--- config.mk ---
export PLATFORM = sky130hd
export DESIGN_NAME = vram_write_port
export DESIGN_NICKNAME = d
export VERILOG_FILES = /design/src/rtl/vram_write_port.sv
export SDC_FILE = /design/constraint.sdc
export NUM_CORES = 1
export LEC_CHECK = 0
export CORE_AREA = 2 2 149 151
export CTS_CLUSTER_SIZE = 20
export DETAILED_ROUTE_END_ITERATION = 8
export DIE_AREA = 0 0 151 153
export PLACE_DENSITY = 0.77
export SLEW_MARGIN = 20
export SYNTH_ARGS = -nofsm -noshare
export SYNTH_HDL_FRONTEND = slang
export SYNTH_SLANG_ARGS = --single-unit
--- constraint.sdc ---
create_clock -name clk -period 3.2 [get_ports clk]
set_input_delay 0.64 -clock clk [delete_from_list [all_inputs] [get_ports clk]]
set_output_delay 0.64 -clock clk [all_outputs]
set_load 0.01 [all_outputs]
--- src/rtl/vram_write_port.sv ---
// CPU store path into the 16-bit VRAM: buffers byte/half/word stores in a FIFO, applies
// mirroring, byte duplication, OBJ byte-drop and word split, and writes one halfword per grant.
module vram_write_port #(
  parameter int FIFO_DEPTH = 4
) (
  input  logic        clk,
  input  logic        clrn,
  input  logic        req_valid,
  output logic        req_ready,
  input  logic [16:0] req_addr,
  input  logic [1:0]  req_size,
  input  logic [31:0] req_data,
  input  logic [15:0] dispcnt,
  input  logic        vram_grant,
  output logic        vram_wr,
  output logic [15:0] vram_addr,
  output logic [15:0] vram_wdata,
  output logic        busy,
  output logic        dropped
);

  localparam int PW = (FIFO_DEPTH > 1) ? $clog2(FIFO_DEPTH) : 1;
  localparam int CW = PW + 1;
  localparam logic [PW-1:0] PTR_ONE = 1;
  localparam logic [CW-1:0] CNT_ONE = 1;
  localparam logic [CW-1:0] CNT_FULL = CW'(FIFO_DEPTH);

  typedef enum logic [1:0] {IDLE, WR_LO, WR_HI} state_t;

  logic [16:0] fifo_addr_q [FIFO_DEPTH];
  logic [16:0] fifo_addr_d [FIFO_DEPTH];
  logic [1:0]  fifo_size_q [FIFO_DEPTH];
  logic [1:0]  fifo_size_d [FIFO_DEPTH];
  logic [31:0] fifo_data_q [FIFO_DEPTH];
  logic [31:0] fifo_data_d [FIFO_DEPTH];

  logic [PW-1:0] wr_ptr_q, wr_ptr_d, rd_ptr_q, rd_ptr_d;
  logic [CW-1:0] count_q, count_d;

  state_t      state_q, state_d;
  logic        vram_wr_q, vram_wr_d;
  logic [15:0] vram_addr_q, vram_addr_d;
  logic [15:0] vram_wdata_q, vram_wdata_d;
  logic [15:0] hi_data_q, hi_data_d;
  logic        is_word_q, is_word_d;
  logic        dropped_q, dropped_d;

  logic        full, push, pop;
  logic [16:0] push_eff;
  logic [16:0] head_addr;
  logic [1:0]  head_size;
  logic [31:0] head_data;
  logic [16:0] bg_limit;

  assign full      = (count_q == CNT_FULL);
  assign req_ready = !full;
  assign push      = req_valid && !full;
  assign pop       = (state_q == IDLE) && (count_q != '0);

  // Upper 32K of the region mirrors the OBJ bank, so fold it down before storing.
  assign push_eff  = (req_addr >= 17'h18000) ? (req_addr - 17'h08000) : req_addr;

  assign head_addr = fifo_addr_q[rd_ptr_q];
  assign head_size = fifo_size_q[rd_ptr_q];
  assign head_data = fifo_data_q[rd_ptr_q];
  assign bg_limit  = (dispcnt[2:0] < 3'd3) ? 17'h10000 : 17'h14000;

  always_comb begin
    fifo_addr_d = fifo_addr_q;
    fifo_size_d = fifo_size_q;
    fifo_data_d = fifo_data_q;
    wr_ptr_d    = wr_ptr_q;
    rd_ptr_d    = rd_ptr_q;
    count_d     = count_q;
    if (push) begin
      fifo_addr_d[wr_ptr_q] = push_eff;
      fifo_size_d[wr_ptr_q] = req_size;
      fifo_data_d[wr_ptr_q] = req_data;
      wr_ptr_d = wr_ptr_q + PTR_ONE;
    end
    if (pop) begin
      rd_ptr_d = rd_ptr_q + PTR_ONE;
    end
    case ({push, pop})
      2'b10:   count_d = count_q + CNT_ONE;
      2'b01:   count_d = count_q - CNT_ONE;
      default: count_d = count_q;
    endcase
  end

  always_comb begin
    state_d      = state_q;
    vram_wr_d    = vram_wr_q;
    vram_addr_d  = vram_addr_q;
    vram_wdata_d = vram_wdata_q;
    hi_data_d    = hi_data_q;
    is_word_d    = is_word_q;
    dropped_d    = 1'b0;
    case (state_q)
      IDLE: begin
        vram_wr_d = 1'b0;
        if (pop) begin
          if (head_size == 2'd0 && head_addr >= bg_limit) begin
            dropped_d = 1'b1;
          end else begin
            state_d   = WR_LO;
            vram_wr_d = 1'b1;
            hi_data_d = head_data[31:16];
            is_word_d = (head_size >= 2'd2);
            case (head_size)
              2'd0: begin
                vram_addr_d  = head_addr[16:1];
                vram_wdata_d = {head_data[7:0], head_data[7:0]};
              end
              2'd1: begin
                vram_addr_d  = head_addr[16:1];
                vram_wdata_d = head_data[15:0];
              end
              default: begin
                vram_addr_d  = {head_addr[16:2], 1'b0};
                vram_wdata_d = head_data[15:0];
              end
            endcase
          end
        end
      end
      WR_LO: begin
        if (vram_wr_q && vram_grant) begin
          if (is_word_q) begin
            state_d      = WR_HI;
            vram_addr_d  = vram_addr_q + 16'd1;
            vram_wdata_d = hi_data_q;
          end else begin
            state_d   = IDLE;
            vram_wr_d = 1'b0;
          end
        end
      end
      WR_HI: begin
        if (vram_wr_q && vram_grant) begin
          state_d   = IDLE;
          vram_wr_d = 1'b0;
        end
      end
      default: begin
        state_d   = IDLE;
        vram_wr_d = 1'b0;
      end
    endcase
  end

  always_ff @(posedge clk) begin
    if (!clrn) begin
      wr_ptr_q     <= '0;
      rd_ptr_q     <= '0;
      count_q      <= '0;
      state_q      <= IDLE;
      vram_wr_q    <= 1'b0;
      vram_addr_q  <= '0;
      vram_wdata_q <= '0;
      hi_data_q    <= '0;
      is_word_q    <= 1'b0;
      dropped_q    <= 1'b0;
    end else begin
      wr_ptr_q     <= wr_ptr_d;
      rd_ptr_q     <= rd_ptr_d;
      count_q      <= count_d;
      state_q      <= state_d;
      vram_wr_q    <= vram_wr_d;
      vram_addr_q  <= vram_addr_d;
      vram_wdata_q <= vram_wdata_d;
      hi_data_q    <= hi_data_d;
      is_word_q    <= is_word_d;
      dropped_q    <= dropped_d;
    end
  end

  // Storage needs no reset: the pointers and count alone decide what is valid.
  always_ff @(posedge clk) begin
    fifo_addr_q <= fifo_addr_d;
    fifo_size_q <= fifo_size_d;
    fifo_data_q <= fifo_data_d;
  end

  assign vram_wr    = vram_wr_q;
  assign vram_addr  = vram_addr_q;
  assign vram_wdata = vram_wdata_q;
  assign dropped    = dropped_q;
  assign busy       = (count_q != '0) || (state_q != IDLE);

endmodule

==> results.txt <==
Max Cap Violations -> 0
Main synth FF type -> edfxtp_1
Post-CTS Setup Bufs -> 0
CP Launch Type -> flop
H-tree depth -> 1
WL final -> 22,200 µm
crit path kind -> flop to flop
Initial Util -> 0.493
Port Buffer Count -> 93
Pleak -> 4.18 nW
R2R Setup Slk -> 240 ps
vias in the first global route -> 6,095
Finished Layout Cells -> 1,075
origin of the critical flop-to-flop path -> rd_ptr_q[0]$_SDFFE_PN0P_
Mapped Nets -> 748
Crit. End Element -> flop
DIE WIDTH -> 151 µm
number of synthesized flops with an enable pin -> 204
GR Util All Layers -> 0.195
Commonest cells post-synth -> edfxtp_1, nand2_1, dfxtp_1
final setup violation count -> 0
global-route wire length before repair -> 34,500 µm
fillers -> 1,582
CTS sink cnt -> 264
cell mode on critical path -> buf_4
FMAX -> 338 MHz
crit path DAT -> 3350 ps
skew final -> 33.5 ps
initial antenna violation count -> 1
worst-path cell with the longest stage delay -> mux4_1
outcome -> finished, final reports clean
Num CTS Buffers -> 26
hold path cells -> 2
Post-DP HPWL -> 14,300 µm
CP required -> 3590 ps
Hold EP -> vram_wdata[12]$_SDFFE_PN0P_
RSZ-0062 raised after global routing -> false
Power Dens Cells -> 892 nW/µm²
clk buf depth -> 3
Mapped Cells -> 668
post-layout min period -> 2960 ps
antenna cells -> 0
Fin. Hold Viols -> 0
post-synthesis register bit count -> 264
cell area after synthesis -> 10,600 µm²
Yosys warning count -> 0
max incr delay on CP -> 620 ps
number of nets still failing antenna checks after routing -> 0
Core Rows -> 54
Hold Buf Count CTS -> 0
CTS Root Buffer Type -> clkbuf_16
GPL Wtd Cong -> 0.806
cell taking the most area after synthesis -> edfxtp_1
Seq/Total Area, Yosys -> 0.692
drt pass-1 iters -> 5
via-per-instance ratio -> 5.76
Die Area -> 23,100 µm²
CP cell instances -> buf_4, mux4_1, nor4b_2, nand4_2, a21o_1, buf_4, a21oi_1, a211oi_2
worst slew pin tran -> 592 ps
Vias -> 6,188
Layout area overhead -> 20.5%
nets -> 855
Avg Synthesized Cell Area -> 15.8 µm²
Distinct cells, synth -> 53
Peak VDD IR -> 543 µV
Tcrit/Tclk final -> 0.924
largest net degree at the start of global routing -> 54
CTS tree -> yes
Reg-to-Reg End -> vram_addr[12]$_SDFFE_PN0P_
Setup TNS -> 0 ps
Hold Path Origin -> vram_wdata[12]$_SDFFE_PN0P_
Wirelength per Cell -> 20.7 µm
GRT overflow -> 0
ys async rst share -> 0
ranking of synthesized cells by area -> edfxtp_1, dfxtp_1, mux4_2
Slew Limit Headroom -> 0.605
Ports -> 107
Pins Over Slew Limit -> 0
R2R cell count -> 8
most common cell in the netlist -> edfxtp_1
core area -> 21,500 µm²
DRC -> 0
First DRT Iteration DRCs -> 544
die span in y -> 153 µm
clock latency at the later pin of the worst-skew pair -> 550 ps
Post-CTS Resized -> 0
Inst Count DP -> 1,027
Final WS setup -> 243 ps
Synth top area share -> 0.579
post-place setup slack -> 259 ps
Reg clk slew, reported paths -> 60 ps
Overall Power -> 11.4 mW
worst hold path type -> flop to flop
crit path max fanout -> 18
layout cells sized above 1 -> 0.171
==> power breakdown <==
group | switching, mW | internal [mW] | leakage (nW)
clock | 1.25 | 1.65 | 0.397
combinational | 2.02 | 1.79 | 1.42
sequential | 0.399 | 4.28 | 2.37
==> state kept, by name, indices dropped and copies added, names as in the netlist <==
signal / count
vram_wdata: 16
dropped: 1
fifo_addr_q: 68
vram_addr: 16
rd_ptr_q: 2
hi_data_q: 16
is_word_q: 1
state_q: 2
fifo_size_q: 8
count_q: 3
wr_ptr_q: 2
fifo_data_q: 128
vram_wr: 1
==> worst max-delay path by stage <==
stage | cells past startpoint | slack (ps) | start | endpoint
6_report | 8 | 240 | rd_ptr_q[0]$_SDFFE_PN0P_ | vram_addr[12]$_SDFFE_PN0P_
3_5_place_dp | 8 | 260 | dispcnt[0] | vram_addr[6]$_SDFFE_PN0P_
5_1_grt | 7 | 40 | rd_ptr_q[0]$_SDFFE_PN0P_ | vram_addr[6]$_SDFFE_PN0P_
4_1_cts | 8 | 250 | rd_ptr_q[0]$_SDFFE_PN0P_ | vram_addr[12]$_SDFFE_PN0P_
3_3_place_gp | 8 | 280 | dispcnt[0] | vram_addr[6]$_SDFFE_PN0P_
2_1_floorplan | 13 | 230 | rd_ptr_q[0]$_SDFFE_PN0P_ | vram_addr[1]$_SDFFE_PN0P_
==> critical path, delay by kind of cell (launching register included) <==
family | cells | cell delay, ps
AOI/OAI and AO/OA | 3 | 620
buffers and inverters | 2 | 460
DFF | 1 | 570
muxes | 1 | 620
and+or+nand+nor | 2 | 530
==> metal layers <==
layer	vias up	wire length, µm	GRT usage
met3	37	1590	0.0355
met4	2	398	0.0583
met2	250	10900	0.314
met5	-	13	0
li1	2828	-	-
met1	3071	9340	0.275
==> stage by stage <==
step	area [µm²]	util	hold WS, ps
global placement	11900	0.555	443
global route	12800	0.594	480
floorplan	10600	-	437
detailed placement	11900	0.555	448
CTS	12800	0.594	457
finish	12800	0.594	452
==> cell families after synthesis <==
kind of cell,count (synthesis),synth area share
adders and majority gates,9,0.0113
buffers and inverters,50,0.0255
and+or+nand+nor,176,0.0774
muxes,59,0.119
DFF,264,0.692
AOI/OAI and AO/OA,103,0.0684
xor gates and xnor gates,7,0.00579
==> cell type report <==
cell class,instances,area [µm²],area share
tap,280,350,0.0275
clock buffer,29,662,0.0519
sequential,264,7330,0.575
inverter,11,41.3,0.00324
clock inverter,19,159,0.0125
timing repair buffer,118,1210,0.0951
multi-input combinational,354,3000,0.235
==> layout by cell type, fill, tap and decap left out, types with 9 or more instances in the layout <==
cell	instances
a21oi_1	33
a311oi_2	9
buf_4	17
clkbuf_16	26
clkdlybuf4s50_1	92
dfxtp_1	58
edfxtp_1	204
inv_1	11
mux4_1	9
mux4_2	42
nand2_1	78
nand3_1	27
nor2_1	30
o211ai_1	12
o21ai_0	22
(Power assumes the default switching activity.)
==> variant, RTL diff (same settings) <==
Set the parameter `FIFO_DEPTH` to 2 (it was 4).
--- a/src/rtl/vram_write_port.sv
+++ b/src/rtl/vram_write_port.sv
@@ -3,3 +3,3 @@
 module vram_write_port #(
-  parameter int FIFO_DEPTH = 4
+  parameter int FIFO_DEPTH = 2
 ) (
Check against the original RTL: not equivalent (Yosys sat finds a counterexample within 4 cycles, from zero or initial values).
==> variant against the unedited design <==
Area after synthesis shrank 33%. Design area decreased by 31%. Count of clock-buffer cells in the layout shrank 6. Non-clock buffer count down 12. Critical path depth shrank 2. Routed wire length is 25% lower. Power shrank 35%. Highest routed layer unchanged. Sequential cell count fell by 105. Worst setup slack gained 340 ps.
==> variant: results (changes against the unedited design) <==
* Synth area leader: edfxtp_1
* Number of detailed-route iterations in the first pass at 5 (unchanged)
* Pin count of the biggest net entering global routing at 63 (+17%)
* # H-tree levels at 4 (+3)
* Layout cells sized above 1 at 10.7% (-6.4 points)
* Clock Pin Slew Worst Setup and Hold Paths at 60 ps (about the same)
* Ant diodes at 0 (unchanged)
* Worst-Skew Late Latency at 420 ps (-130 ps)
* Async set or reset register ratio after synthesis at 0% (unchanged)
* Root Driver: clkbuf_16
* Top flop regs: fifo_data_q x64, fifo_addr_q x34
* Post-synth cell types at 60 (+13%)
* Maximum VDD drop at 0.398 mV (-27%)
* Detailed Place HPWL at 11.4 mm (-20%)
* Antenna violations before repair at 1 (unchanged)
* Hold Path Class: flip-flop to flip-flop
* Register area share after synthesis at 59.1% (-10 points)
* Number of synthesized flops with an enable pin at 102 (-50%)
* # port buffers at 93 (unchanged)
* Via density at 5.24 (-8.9%)
* Placed cell area at 0.00830 mm2 (-30%)
* Critical Path AT at 2960 ps (-390 ps)
* Global-route wire length before repair at 26.0 mm (-25%)
* DR iter-0 viols at 505 (-7.2%)
* Max Fanout on Critical Path at 62 (+44)
* TritonCTS Buffers at 17 (-35%)
* Post-synth top cells: 102 x edfxtp_1, 80 x nand2_1, 57 x dfxtp_1, 55 x mux2i_1, 31 x nor2_1
* Overall Global Routing Usage at 14.6% (-4.9 points)
* Syn_nets at 668 (-11%)
* Largest cells by area after synthesis: edfxtp_1 43%, dfxtp_1 16%, mux2i_1 7.7%, nand2_1 4.2%, mux2_2 3.0%
* Setup Buffers After CTS at 0 (unchanged)
* Worst Tran Pin Value at 779 ps (+186 ps)
* Clock skew at 12.2 ps (-21.2 ps)
* Lkg Pwr at 3.08 nW (-26%)
* Vias in the first global route at 4,924 (-19%)
* Syn. warnings at 0 (unchanged)
* CTS resizes at 0 (unchanged)
* Placer congestion estimate at 0.828 (+2.7%)
* WL per Instance at 17.1 um (-17%)
* Drt drc at 0 (unchanged)
* Bufs on Longest Clock Path at 2 (-1)
* Outcome: completed
* Nets at 752 (-12%)
-- variant: cells by family after synthesis --
logic type      count (synthesis)  synth area share [%]
compound gates                112                  11.7
simple gates                  193                  13.5
mux                            74                  10.8
flops                         159                  59.1
xor+xnor                        4                 0.493
buf+inv                        47                  3.77
fa+ha+maj                       4                 0.704
-- variant: path summary, 6_finish.rpt --
kind | from | to | slack (ps) | cells past startpoint
worst max-delay path | rd_ptr_q | vram_wdata[7] | 580 | 6
worst min-delay path | hi_data_q[8] | hi_data_q[8] | 460 | 2
worst max register to register | rd_ptr_q | vram_wdata[7] | 580 | 6
worst min register to register | hi_data_q[8] | hi_data_q[8] | 460 | 2
-- variant: layout make-up --
cell class                      count  area [um2]
Inverter                            6        22.5
Multi-Input combinational cell    387        2650
Sequential cell                   159        4210
Tap cell                          280         350
Clock inverter                      9        62.6
Clock buffer                       23         468
Fill cell                        2004       12700
Timing Repair Buffer              106        1070
-- variant: worst max-delay path, cell delays in order, from the launching register on --
cell and delay (ps):
dfxtp_2 480, buf_4 690, nand4_1 240, a21oi_1 270, o21a_1 370, buf_12 250, mux2i_1 210
-- variant: report_power, final --
part / switching (W) / total, W / internal [W]
registers: 0.000306 / 0.00297 / 0.00266
clock network: 0.000773 / 0.00181 / 0.00103
logic: 0.00144 / 0.00268 / 0.00124
-- variant: per-stage QoR --
stage	setup slack [ps]	total power, W	std cells	hold slack [ps]
after detailed placement	455	0.00568	938	448
final	579	0.00745	970	455
after CTS	553	0.00749	970	458
after floorplan	717	0.00476	593	433
after global routing	335	0.00784	970	486
after global placement	506	0.00561	938	440
-- variant: layer usage --
layer  track usage (%)  part of all wire (%)  up-vias
li1                  -                     -     2420
met1              19.5                    45     2455
met2              22.2                    46      178
met3              3.97                   6.5       32
met4              6.63                   2.6        2
met5                 0                 0.084        -
